<file path="config.mk">
export PLATFORM = sky130hd
export DESIGN_NAME = sweep_acq_uploader
export DESIGN_NICKNAME = d
export VERILOG_FILES = /design/src/rtl/sweep_acq_uploader_pkg.sv /design/src/rtl/sweep_upload_fifo.sv /design/src/rtl/sweep_acq_uploader.sv
export SDC_FILE = /design/constraint.sdc
export NUM_CORES = 1
export LEC_CHECK = 0
export BUFFER_PORTS_ARGS = -buffer_cell sky130_fd_sc_hd__buf_2
export CAP_MARGIN = 25
export CORE_ASPECT_RATIO = 0.8
export CORE_MARGIN = 2
export CORE_UTILIZATION = 50
export DETAILED_ROUTE_END_ITERATION = 16
export HOLD_SLACK_MARGIN = 0.08
export PLACE_DENSITY = 0.66
export SYNTH_ARGS = -nofsm -noshare
export SYNTH_HDL_FRONTEND = slang
export SYNTH_SLANG_ARGS = --single-unit
</file>
<file path="constraint.sdc">
create_clock -name Clk -period 4.9 [get_ports Clk]
set_input_delay 0.49 -clock Clk [delete_from_list [all_inputs] [get_ports Clk]]
set_output_delay 0.49 -clock Clk [all_outputs]
set_load 0.03 [all_outputs]
</file>
<file path="src/rtl/sweep_acq_uploader_pkg.sv">
// sweep_acq_uploader_pkg: shared FSM encoding, default trailer tags and DAC pad width.
package sweep_acq_uploader_pkg;
  typedef enum logic [2:0] {IDLE, STREAM, DRAIN, TAG, DAC, DONE_PULSE, END, END_PULSE} state_t;
  localparam logic [15:0] DAC_TAG_DEF = 16'hFFD0;
  localparam logic [15:0] END_TAG_DEF = 16'hFFEE;
  localparam int DAC_PAD_W = 6;
endpackage

</file>
<file path="src/rtl/sweep_upload_fifo.sv">
// sweep_upload_fifo: first-word-fall-through buffer; ports Clk/reset_n, wr_en/wr_data in, rd_en in, rd_data/full/empty/count out.
module sweep_upload_fifo #(
  parameter int DEPTH = 64,
  parameter int W = 16,
  localparam int AW = $clog2(DEPTH)
) (
  input  logic         Clk,
  input  logic         reset_n,
  input  logic         wr_en,
  input  logic [W-1:0] wr_data,
  input  logic         rd_en,
  output logic [W-1:0] rd_data,
  output logic         full,
  output logic         empty,
  output logic [AW:0]  count
);
  logic [AW:0] wr_ptr_q, wr_ptr_d, rd_ptr_q, rd_ptr_d;
  logic [W-1:0] mem_q [DEPTH];
  logic wr_ok;
  always_comb begin
    full = (wr_ptr_q[AW] != rd_ptr_q[AW]) && (wr_ptr_q[AW-1:0] == rd_ptr_q[AW-1:0]);
    empty = wr_ptr_q == rd_ptr_q;
    count = wr_ptr_q - rd_ptr_q;
    wr_ok = wr_en && !full;
    wr_ptr_d = wr_ptr_q + (AW+1)'(wr_ok);
    rd_ptr_d = rd_ptr_q + (AW+1)'(rd_en && !empty);
    rd_data = mem_q[rd_ptr_q[AW-1:0]];
  end
  always_ff @(posedge Clk or negedge reset_n)
    if (!reset_n) begin
      wr_ptr_q <= '0;
      rd_ptr_q <= '0;
    end else begin
      wr_ptr_q <= wr_ptr_d;
      rd_ptr_q <= rd_ptr_d;
    end
  always_ff @(posedge Clk)
    if (wr_ok) mem_q[wr_ptr_q[AW-1:0]] <= wr_data;
endmodule

</file>
<file path="src/rtl/sweep_acq_uploader.sv">
// sweep_acq_uploader: buffers sweep words and uploads them to USB with per-step DAC trailers and an end marker; ports Clk/reset_n, sweep data/pulses in, USB FIFO word/strobe out, done pulses and sticky error flags out.
module sweep_acq_uploader
  import sweep_acq_uploader_pkg::*;
#(
  parameter int FIFO_DEPTH = 64,
  parameter logic [15:0] DAC_TAG = DAC_TAG_DEF,
  parameter logic [15:0] END_TAG = END_TAG_DEF
) (
  input  logic        Clk,
  input  logic        reset_n,
  input  logic [15:0] SweepACQData,
  input  logic        SweepACQData_en,
  input  logic        SingleDacDone,
  input  logic        ACQDone,
  input  logic [9:0]  CurrentDAC0,
  input  logic        UsbFifoFull,
  output logic [15:0] UsbFifoData,
  output logic        UsbFifoData_en,
  output logic        DataTransmitDone,
  output logic        SweepUploadDone,
  output logic        Overflow,
  output logic        ProtocolError
);
  localparam int AW = $clog2(FIFO_DEPTH);
  state_t state_q, state_d;
  logic [9:0] dac_q, dac_d;
  logic [AW:0] drain_q, drain_d, fifo_count;
  logic [15:0] out_data_q, out_data_d, ld_word, rd_data;
  logic out_valid_q, out_valid_d, acq_pend_q, acq_pend_d, dtd_q, dtd_d, sud_q, sud_d;
  logic ovf_q, ovf_d, perr_q, perr_d, fifo_full, fifo_empty, rd, ld, accept;
  sweep_upload_fifo #(.DEPTH(FIFO_DEPTH), .W(16)) u_fifo (
    .Clk(Clk), .reset_n(reset_n), .wr_en(SweepACQData_en), .wr_data(SweepACQData),
    .rd_en(rd), .rd_data(rd_data), .full(fifo_full), .empty(fifo_empty), .count(fifo_count)
  );
  // A one-word output stage holds each word until the USB side can take it;
  // it is only reloaded while UsbFifoFull is low, so it never backs up.
  always_comb begin
    state_d = state_q;
    dac_d = dac_q;
    drain_d = drain_q;
    acq_pend_d = acq_pend_q | ACQDone;
    out_valid_d = out_valid_q & UsbFifoFull;
    out_data_d = out_data_q;
    dtd_d = 1'b0;
    sud_d = 1'b0;
    accept = SweepACQData_en & ~fifo_full;
    ovf_d = ovf_q | (SweepACQData_en & fifo_full);
    perr_d = perr_q | (ACQDone & acq_pend_q)
           | (SingleDacDone & (state_q != IDLE) & (state_q != STREAM));
    rd = 1'b0;
    ld = 1'b0;
    ld_word = rd_data;
    case (state_q)
      IDLE, STREAM: begin
        rd = !fifo_empty && !UsbFifoFull;
        ld = rd;
        if (SingleDacDone) begin
          // Count every word belonging to this step that is still buffered after this cycle.
          dac_d = CurrentDAC0;
          drain_d = fifo_count + (AW+1)'(accept) - (AW+1)'(rd);
          state_d = DRAIN;
        end else if (acq_pend_q && fifo_empty && !SweepACQData_en) state_d = END;
        else if (accept) state_d = STREAM;
      end
      DRAIN:
        if (drain_q == '0) state_d = TAG;
        else if (!UsbFifoFull) begin
          rd = 1'b1;
          ld = 1'b1;
          drain_d = drain_q - 1'b1;
        end
      TAG:
        if (!UsbFifoFull) begin
          ld = 1'b1;
          ld_word = DAC_TAG;
          state_d = DAC;
        end
      DAC:
        if (!UsbFifoFull) begin
          ld = 1'b1;
          ld_word = {{DAC_PAD_W{1'b0}}, dac_q};
          state_d = DONE_PULSE;
        end
      // The DAC word leaves the stage here; the pulse follows one cycle later.
      DONE_PULSE:
        if (!UsbFifoFull) begin
          dtd_d = 1'b1;
          state_d = STREAM;
        end
      END:
        if (!UsbFifoFull) begin
          ld = 1'b1;
          ld_word = END_TAG;
          acq_pend_d = 1'b0;
          state_d = END_PULSE;
        end
      END_PULSE:
        if (!UsbFifoFull) begin
          sud_d = 1'b1;
          state_d = IDLE;
        end
      default: state_d = IDLE;
    endcase
    if (ld) begin
      out_data_d = ld_word;
      out_valid_d = 1'b1;
    end
  end
  always_ff @(posedge Clk or negedge reset_n)
    if (!reset_n) begin
      state_q <= IDLE;
      dac_q <= '0;
      drain_q <= '0;
      acq_pend_q <= 1'b0;
      out_data_q <= '0;
      out_valid_q <= 1'b0;
      dtd_q <= 1'b0;
      sud_q <= 1'b0;
      ovf_q <= 1'b0;
      perr_q <= 1'b0;
    end else begin
      state_q <= state_d;
      dac_q <= dac_d;
      drain_q <= drain_d;
      acq_pend_q <= acq_pend_d;
      out_data_q <= out_data_d;
      out_valid_q <= out_valid_d;
      dtd_q <= dtd_d;
      sud_q <= sud_d;
      ovf_q <= ovf_d;
      perr_q <= perr_d;
    end
  assign UsbFifoData = out_data_q;
  assign UsbFifoData_en = out_valid_q & ~UsbFifoFull;
  assign DataTransmitDone = dtd_q;
  assign SweepUploadDone = sud_q;
  assign Overflow = ovf_q;
  assign ProtocolError = perr_q;
endmodule

</file>
==> flow_summary_export.csv, run 1 <==
group,metric,value,unit
status,status,"finished clean",
place,pre_cts_ws,760,ps
die,fp.dieH,265,um
worst_setup_path,crit_chain,"inv_1 > ha_1 > and4_1 > and4b_1 > or2_2 > fa_1 > inv_1 > fa_1 > inv_1 > ha_1 > inv_1 > fa_1 > inv_1 > a21o_1 > a21oi_1 > xnor2_1 > a22oi_1 > o21ai_0",
worst_setup_path,worstSetupStartpointType,"flop",
worst_setup_path,ff2ff_setup_slack,740,ps
drt,totalWireLength,108000,um
final_layout,syn2layout_area_growth,12.4,%
synthesis,synthTopCellsByArea,"edfxtp_1 72%, mux4_2 9.6%, mux2i_1 3.9%",
global_routing,grt.overflow.total,0,
synthesis,ys_seq_elements,1080,
worst_setup_path,timing.rr.end,"drain_q[5]",
worst_setup_path,startpoint,"u_fifo.wr_ptr_q[2]",
worst_setup_path,slowest_delay,490,ps
worst_setup_path,path_class,"reg -> reg",
clock_network,h-tree-depth,3,
clock_network,cts_tree,"yes",
die,placementRows,95,
global_routing,grt_pass1_vias,21900,
timing,max_freq,241,MHz
synthesis,netlist_instances,2181,
timing,fin_setup_tns,0,ps
worst_setup_path,worstPathArrival,4690,ps
worst_setup_path,cpMostUsedCell,"inv_1",
drt,viasPerCell,6.30,
timing,worst_slack,742,ps
place,finalWeightedCongestion,0.892,
worst_setup_path,timing.rr.start,"u_fifo.wr_ptr_q[2]",
drt,drt_iter0_markers,3171,
drt,via_count,22400,
flow_run,drv_cap,0,
final_layout,drive_above_1_share,0.219,
die,ioPinCount,53,
synthesis,synth_cell_types,68,
synthesis,yosysTopAreaCellShare,0.721,
synthesis,yosysTopAreaCell,"edfxtp_1",
synthesis,synth_common_cells,"1024 x edfxtp_1, 182 x mux4_2, 168 x mux2i_1",
final_layout,multiInputGateArea,0.00972,mm^2
timing,finalSetupViolations,0,
timing,slew_violations,0,
timing,worst_pin_slew,1130,ps
timing,rsz0062_at_grt,"false",
synthesis,ys_warn_count,0,
worst_setup_path,crit_fanout,9,
final_layout,layout.nets,2409,
die,die_w,331,um
timing,skew,39.8,ps
min_path,hp-start,"SweepACQData_en",
worst_setup_path,path_depth,18,
synthesis,syn_area,0.0427,mm^2
global_routing,grt_start_max_net_pins,99,
final_layout,seqCellArea,0.0322,mm^2
drt,wl_per_cell,30.3,um
worst_setup_path,end_kind,"flop",
pwr,p_per_area,576,mW/mm^2
clock_network,cts-buffers-inserted,100,
timing,post-route-period-util,0.849,
timing,finalHoldViolCount,0,
min_path,worstHoldPathCells,2,
clock_network,cts-root-buf,"clkbuf_16",
place,portBuffers,52,
min_path,hold_path_class,"in -> reg",
synthesis,yosysMostFrequentCell,"edfxtp_1",
synthesis,synthFlopType,"edfxtp_1",
timing,period_minus_slack,4160,ps
clock_network,cts_max_path_buffers,3,
global_routing,antenna_found_initial,7,
global_routing,grt_usage,0.247,
synthesis,syn_nets,2234,
drt,drt_first_pass_iters,6,
worst_setup_path,path_buf_inv,5,
synthesis,seq_area_frac_synth,0.754,
worst_setup_path,crit_path_top_delay_cell,"dfrtp_1",
drt,drcViolationCount,0,
die,coreArea,0.0843,mm^2
synthesis,post_synth.cell_area_avg,19.6,um^2
place,dpl.hpwl,65300,um
final_layout,fillCellCount,6285,
die,start_util,0.506,
clock_network,insertion_delay,680,ps
clock_network,clock_sinks,1080,
min_path,hold_path_end,"Overflow",
pwr,ir_worst_vdd,0.000382,V
timing,maxSlewHeadroom,0.243,
drt,ant_nets,0,
worst_setup_path,required,5440,ps
worst_setup_path,crit_family,"adder cells",
die,die-area,0.0877,mm^2
clock_network,path_clk_slew,60,ps
global_routing,grt_pass1_wl,155000,um
pwr,power_leakage,15.9,nW
synthesis,synth_edf_count,1024,
synthesis,async_flop_share,0.0519,
worst_setup_path,reg2reg_depth,18,
==> layout by cell type (no fill, tap or decap), drive strengths merged, types with 10 or more instances in the layout <==
cell / instances
nor3: 16
nor2: 122
clkinv: 41
clkbuf: 135
mux4: 188
nand2: 65
xnor2: 15
inv: 31
edfxtp: 1024
o41ai: 12
mux2i: 168
a211oi: 30
dlygate4sd3: 12
o221ai: 13
dfrtp: 56
nand3: 17
o21ai: 31
nor2b: 24
buf: 177
a21oi: 34
o22ai: 41
ha: 18
a41oi: 11
nand2b: 10
mux2: 20
a22oi: 36
==> power by group <==
group	leakage, nW	internal (mW)	switching, mW
registers	9.88	10.6	0.448
clock network	1.57	4.34	3.29
logic	4.48	3.48	5.43
==> per-layer routing <==
layer,vias to the layer above,global-route usage,share of wire
li1,9266,-,-
met3,169,0.0526,0.10
met2,1212,0.358,0.44
met4,0,0.0757,0.029
met5,-,0,0
met1,11800,0.379,0.43
==> metrics by stage <==
step | utilization | hold slack (ps) | instance area (um^2) | total power, mW | instances
6_report | 0.569 | 139 | 48000 | 27.6 | 3555
5_1_grt | 0.569 | 134 | 48000 | 28.6 | 3554
4_1_cts | 0.569 | 103 | 48000 | 27.7 | 3554
3_5_place_dp | 0.530 | 480 | 44600 | 20.1 | 3357
3_3_place_gp | 0.529 | 474 | 44600 | 20.0 | 3356
2_1_floorplan | - | 194 | 42700 | 16.9 | 2181
==> sequential cells by signal, summed over array words and instances (netlist names) <==
name and flops:
acq_pend_q 1, u_fifo.rd_ptr_q 7, UsbFifoData 16, dac_q 10, u_fifo.wr_ptr_q 7, SweepUploadDone 1, ProtocolError 1, Overflow 1
u_fifo.mem_q 1024, DataTransmitDone 1, state_q 3, drain_q 7, out_valid_q 1
==> area by class of cell <==
cell class,count,area share
Sequential cell,1080,0.671
Tap cell,1115,0.0291
Antenna cell,1,0.0000522
Timing Repair Buffer,189,0.0284
Inverter,30,0.00235
Multi-Input combinational cell,955,0.203
Clock inverter,50,0.00963
Clock buffer,135,0.0571
==> how the worst max path moves through the flow <==
| stage | endpoint | slack (ps) |
|---|---|---|
| finish | drain_q[5] | 740 |
| global route | drain_q[5] | 530 |
| CTS | drain_q[5] | 770 |
| detailed placement | drain_q[5] | 760 |
| global placement | drain_q[5] | 790 |
| floorplan | drain_q[5] | 1000 |
==> timing repair <==
action,in CTS,in global routing
gates resized for setup,0,0
setup buffers,0,0
endpoints found under the setup margin,0,0
hold buffers,12,0
hold endpoints to repair,67,0
==> cell families after synthesis <==
group,after synthesis,synth area share
simple gates,280,0.0300
compound gates,259,0.0427
mux,376,0.144
flops,1080,0.754
buf+inv,146,0.0187
fa+ha+maj,21,0.00669
xor+xnor,19,0.00390
(Power assumes the default switching activity.)
==> inputs of run 2 (changes only) <==
--- a/config.mk
+++ b/config.mk
@@ -12,7 +12,7 @@
 export CORE_UTILIZATION = 50
 export DETAILED_ROUTE_END_ITERATION = 16
 export HOLD_SLACK_MARGIN = 0.08
-export PLACE_DENSITY = 0.66
+export PLACE_DENSITY = 0.68
 export SYNTH_ARGS = -nofsm -noshare
 export SYNTH_HDL_FRONTEND = slang
 export SYNTH_SLANG_ARGS = --single-unit
==> constraint.sdc (replaced) <==
create_clock -name Clk -period 3.8 [get_ports Clk]
set_input_delay 0.38 -clock Clk [delete_from_list [all_inputs] [get_ports Clk]]
set_output_delay 0.38 -clock Clk [all_outputs]
set_load 0.03 [all_outputs]
==> flow_summary_export.csv, run 2 (synthesis results as in run 1) <==
group,metric,value,unit
timing,period_minus_slack,3620,ps
final_layout,drive_above_1_share,0.246,
die,ioPinCount,53,
place,dpl_cell_area,0.0452,mm^2
final_layout,final_cell_mix,"1024 x edfxtp_1, 187 x buf_4, 182 x mux4_2",
timing,skew,22.6,ps
drt,totalWireLength,111000,um
worst_setup_path,crit_fanout,41,
min_path,hold_path_class,"in -> reg",
global_routing,grt.overflow.total,0,
worst_setup_path,crit_chain,"buf_4 > buf_4 > and2_1 > buf_4 > buf_4 > a221oi_1 > o22ai_1 > o311ai_0 > a21oi_1",
drt,wl_per_cell,30.5,um
global_routing,grt_pass1_wl,159000,um
final_layout,final_common_cell,"edfxtp_1",
worst_setup_path,required,4390,ps
die,fp.dieH,265,um
final_layout,final_cells,3627,
pwr,p_per_area,739,mW/mm^2
clock_network,cts-root-buf,"clkbuf_16",
timing,post-route-period-util,0.954,
drt,via_count,22800,
final_layout,multiInputGateArea,0.00977,mm^2
die,placementRows,95,
timing,worst_pin_slew,1080,ps
final_layout,seqCellArea,0.0322,mm^2
place,placedCellCount,3425,
drt,viasPerCell,6.28,
global_routing,grt_pass1_vias,22600,
clock_network,h-tree-depth,3,
timing,max_freq,276,MHz
drt,ant_nets,0,
place,finalWeightedCongestion,0.883,
timing,worst_slack,176,ps
worst_setup_path,crit_family,"buffers and inverters",
final_layout,postLayoutCoreUtil,0.577,
global_routing,grt_start_max_net_pins,86,
place,dpl.hpwl,69100,um
die,die_w,331,um
timing,fin_setup_tns,0,ps
clock_network,path_clk_slew,70,ps
global_routing,antenna_found_initial,10,
final_layout,fin_area,0.0486,mm^2
worst_setup_path,path_class,"reg -> reg",
timing,rsz0062_at_grt,"false",
clock_network,insertion_delay,670,ps
final_layout,largest_reg_flops,1024,
worst_setup_path,slowest_delay,640,ps
timing,slew_violations,0,
worst_setup_path,crit_path_top_delay_cell,"buf_4",
pwr,ir_worst_vdd,0.000626,V
drt,drcViolationCount,0,
worst_setup_path,path_buf_inv,4,
place,pre_cts_ws,-96.6,ps
timing,finalHoldViolCount,0,
die,start_util,0.506,
clock_network,cts_tree,"yes",
clock_network,cts-buffers-inserted,99,
final_layout,fillCellCount,6134,
timing,hold_slack,129,ps
timing,finalSetupViolations,0,
final_layout,syn2layout_area_growth,13.9,%
status,status,"finished clean",
die,coreArea,0.0843,mm^2
pwr,p_total,35.9,mW
clock_network,cts_max_path_buffers,3,
worst_setup_path,end_kind,"flop",
worst_setup_path,cpMostUsedCell,"buf_4",
timing,maxSlewHeadroom,0.269,
die,die-area,0.0877,mm^2
clock_network,clock_sinks,1080,
pwr,power_leakage,16.3,nW
worst_setup_path,worstPathArrival,4220,ps
final_layout,layout.nets,2484,
global_routing,grt_usage,0.256,
place,portBuffers,52,
worst_setup_path,worstSetupStartpointType,"flop",
drt,drt_iter0_markers,3074,
flow_run,drv_cap,0,
drt,drt_first_pass_iters,5,
==> run 2: timing repair <==
action | CTS | global route
setup endpoints to repair | 1 | 1
setup buffers | 0 | 1
hold endpoints to repair | 36 | 0
gates cloned | 0 | 0
resized for setup | 1 | 11
hold buffers | 15 | 0
pin swaps | 1 | 3
==> run 2: layout make-up <==
cell class                      count  share of cell area
Tap cell                         1115              0.0287
Sequential cell                  1080               0.662
Timing Repair Buffer              265              0.0418
Inverter                           30             0.00232
Clock inverter                     44             0.00770
Antenna cell                        4            0.000206
Clock buffer                      134              0.0565
Multi-Input combinational cell    955               0.201
==> run 2: report_power, final <==
group | total [mW] | leakage, nW | switching (mW) | internal (mW)
logic | 12.1 | 4.87 | 7.20 | 4.88
clock network | 9.71 | 1.53 | 4.26 | 5.45
registers | 14.1 | 9.88 | 0.402 | 13.7
total | 35.9 | 16.3 | 11.9 | 24.0
==> run 2: final timing paths <==
| check | from | endpoint | slack (ps) | cells past startpoint |
|---|---|---|---|---|
| worst max-delay path | u_fifo.rd_ptr_q[2] | UsbFifoData[0] | 180 | 9 |
| worst min-delay path | SweepACQData[10] | u_fifo.mem_q[62][10] | 130 | 1 |
| worst max register to register | u_fifo.rd_ptr_q[2] | UsbFifoData[0] | 180 | 9 |
| worst min register to register | u_fifo.wr_ptr_q[6] | u_fifo.wr_ptr_q[6] | 490 | 1 |
| max in group asynchronous | reset_n | state_q[0] | 2800 | 3 |
| min in group asynchronous | reset_n | u_fifo.rd_ptr_q[1] | 260 | 2 |
==> run 2: per-layer routing <==
layer	vias up	GRT usage	part of all wire
li1	9422	-	-
met1	11900	0.374	0.40
met2	1252	0.369	0.44
met3	215	0.0823	0.12
met4	4	0.0778	0.031
met5	-	0	0.00026
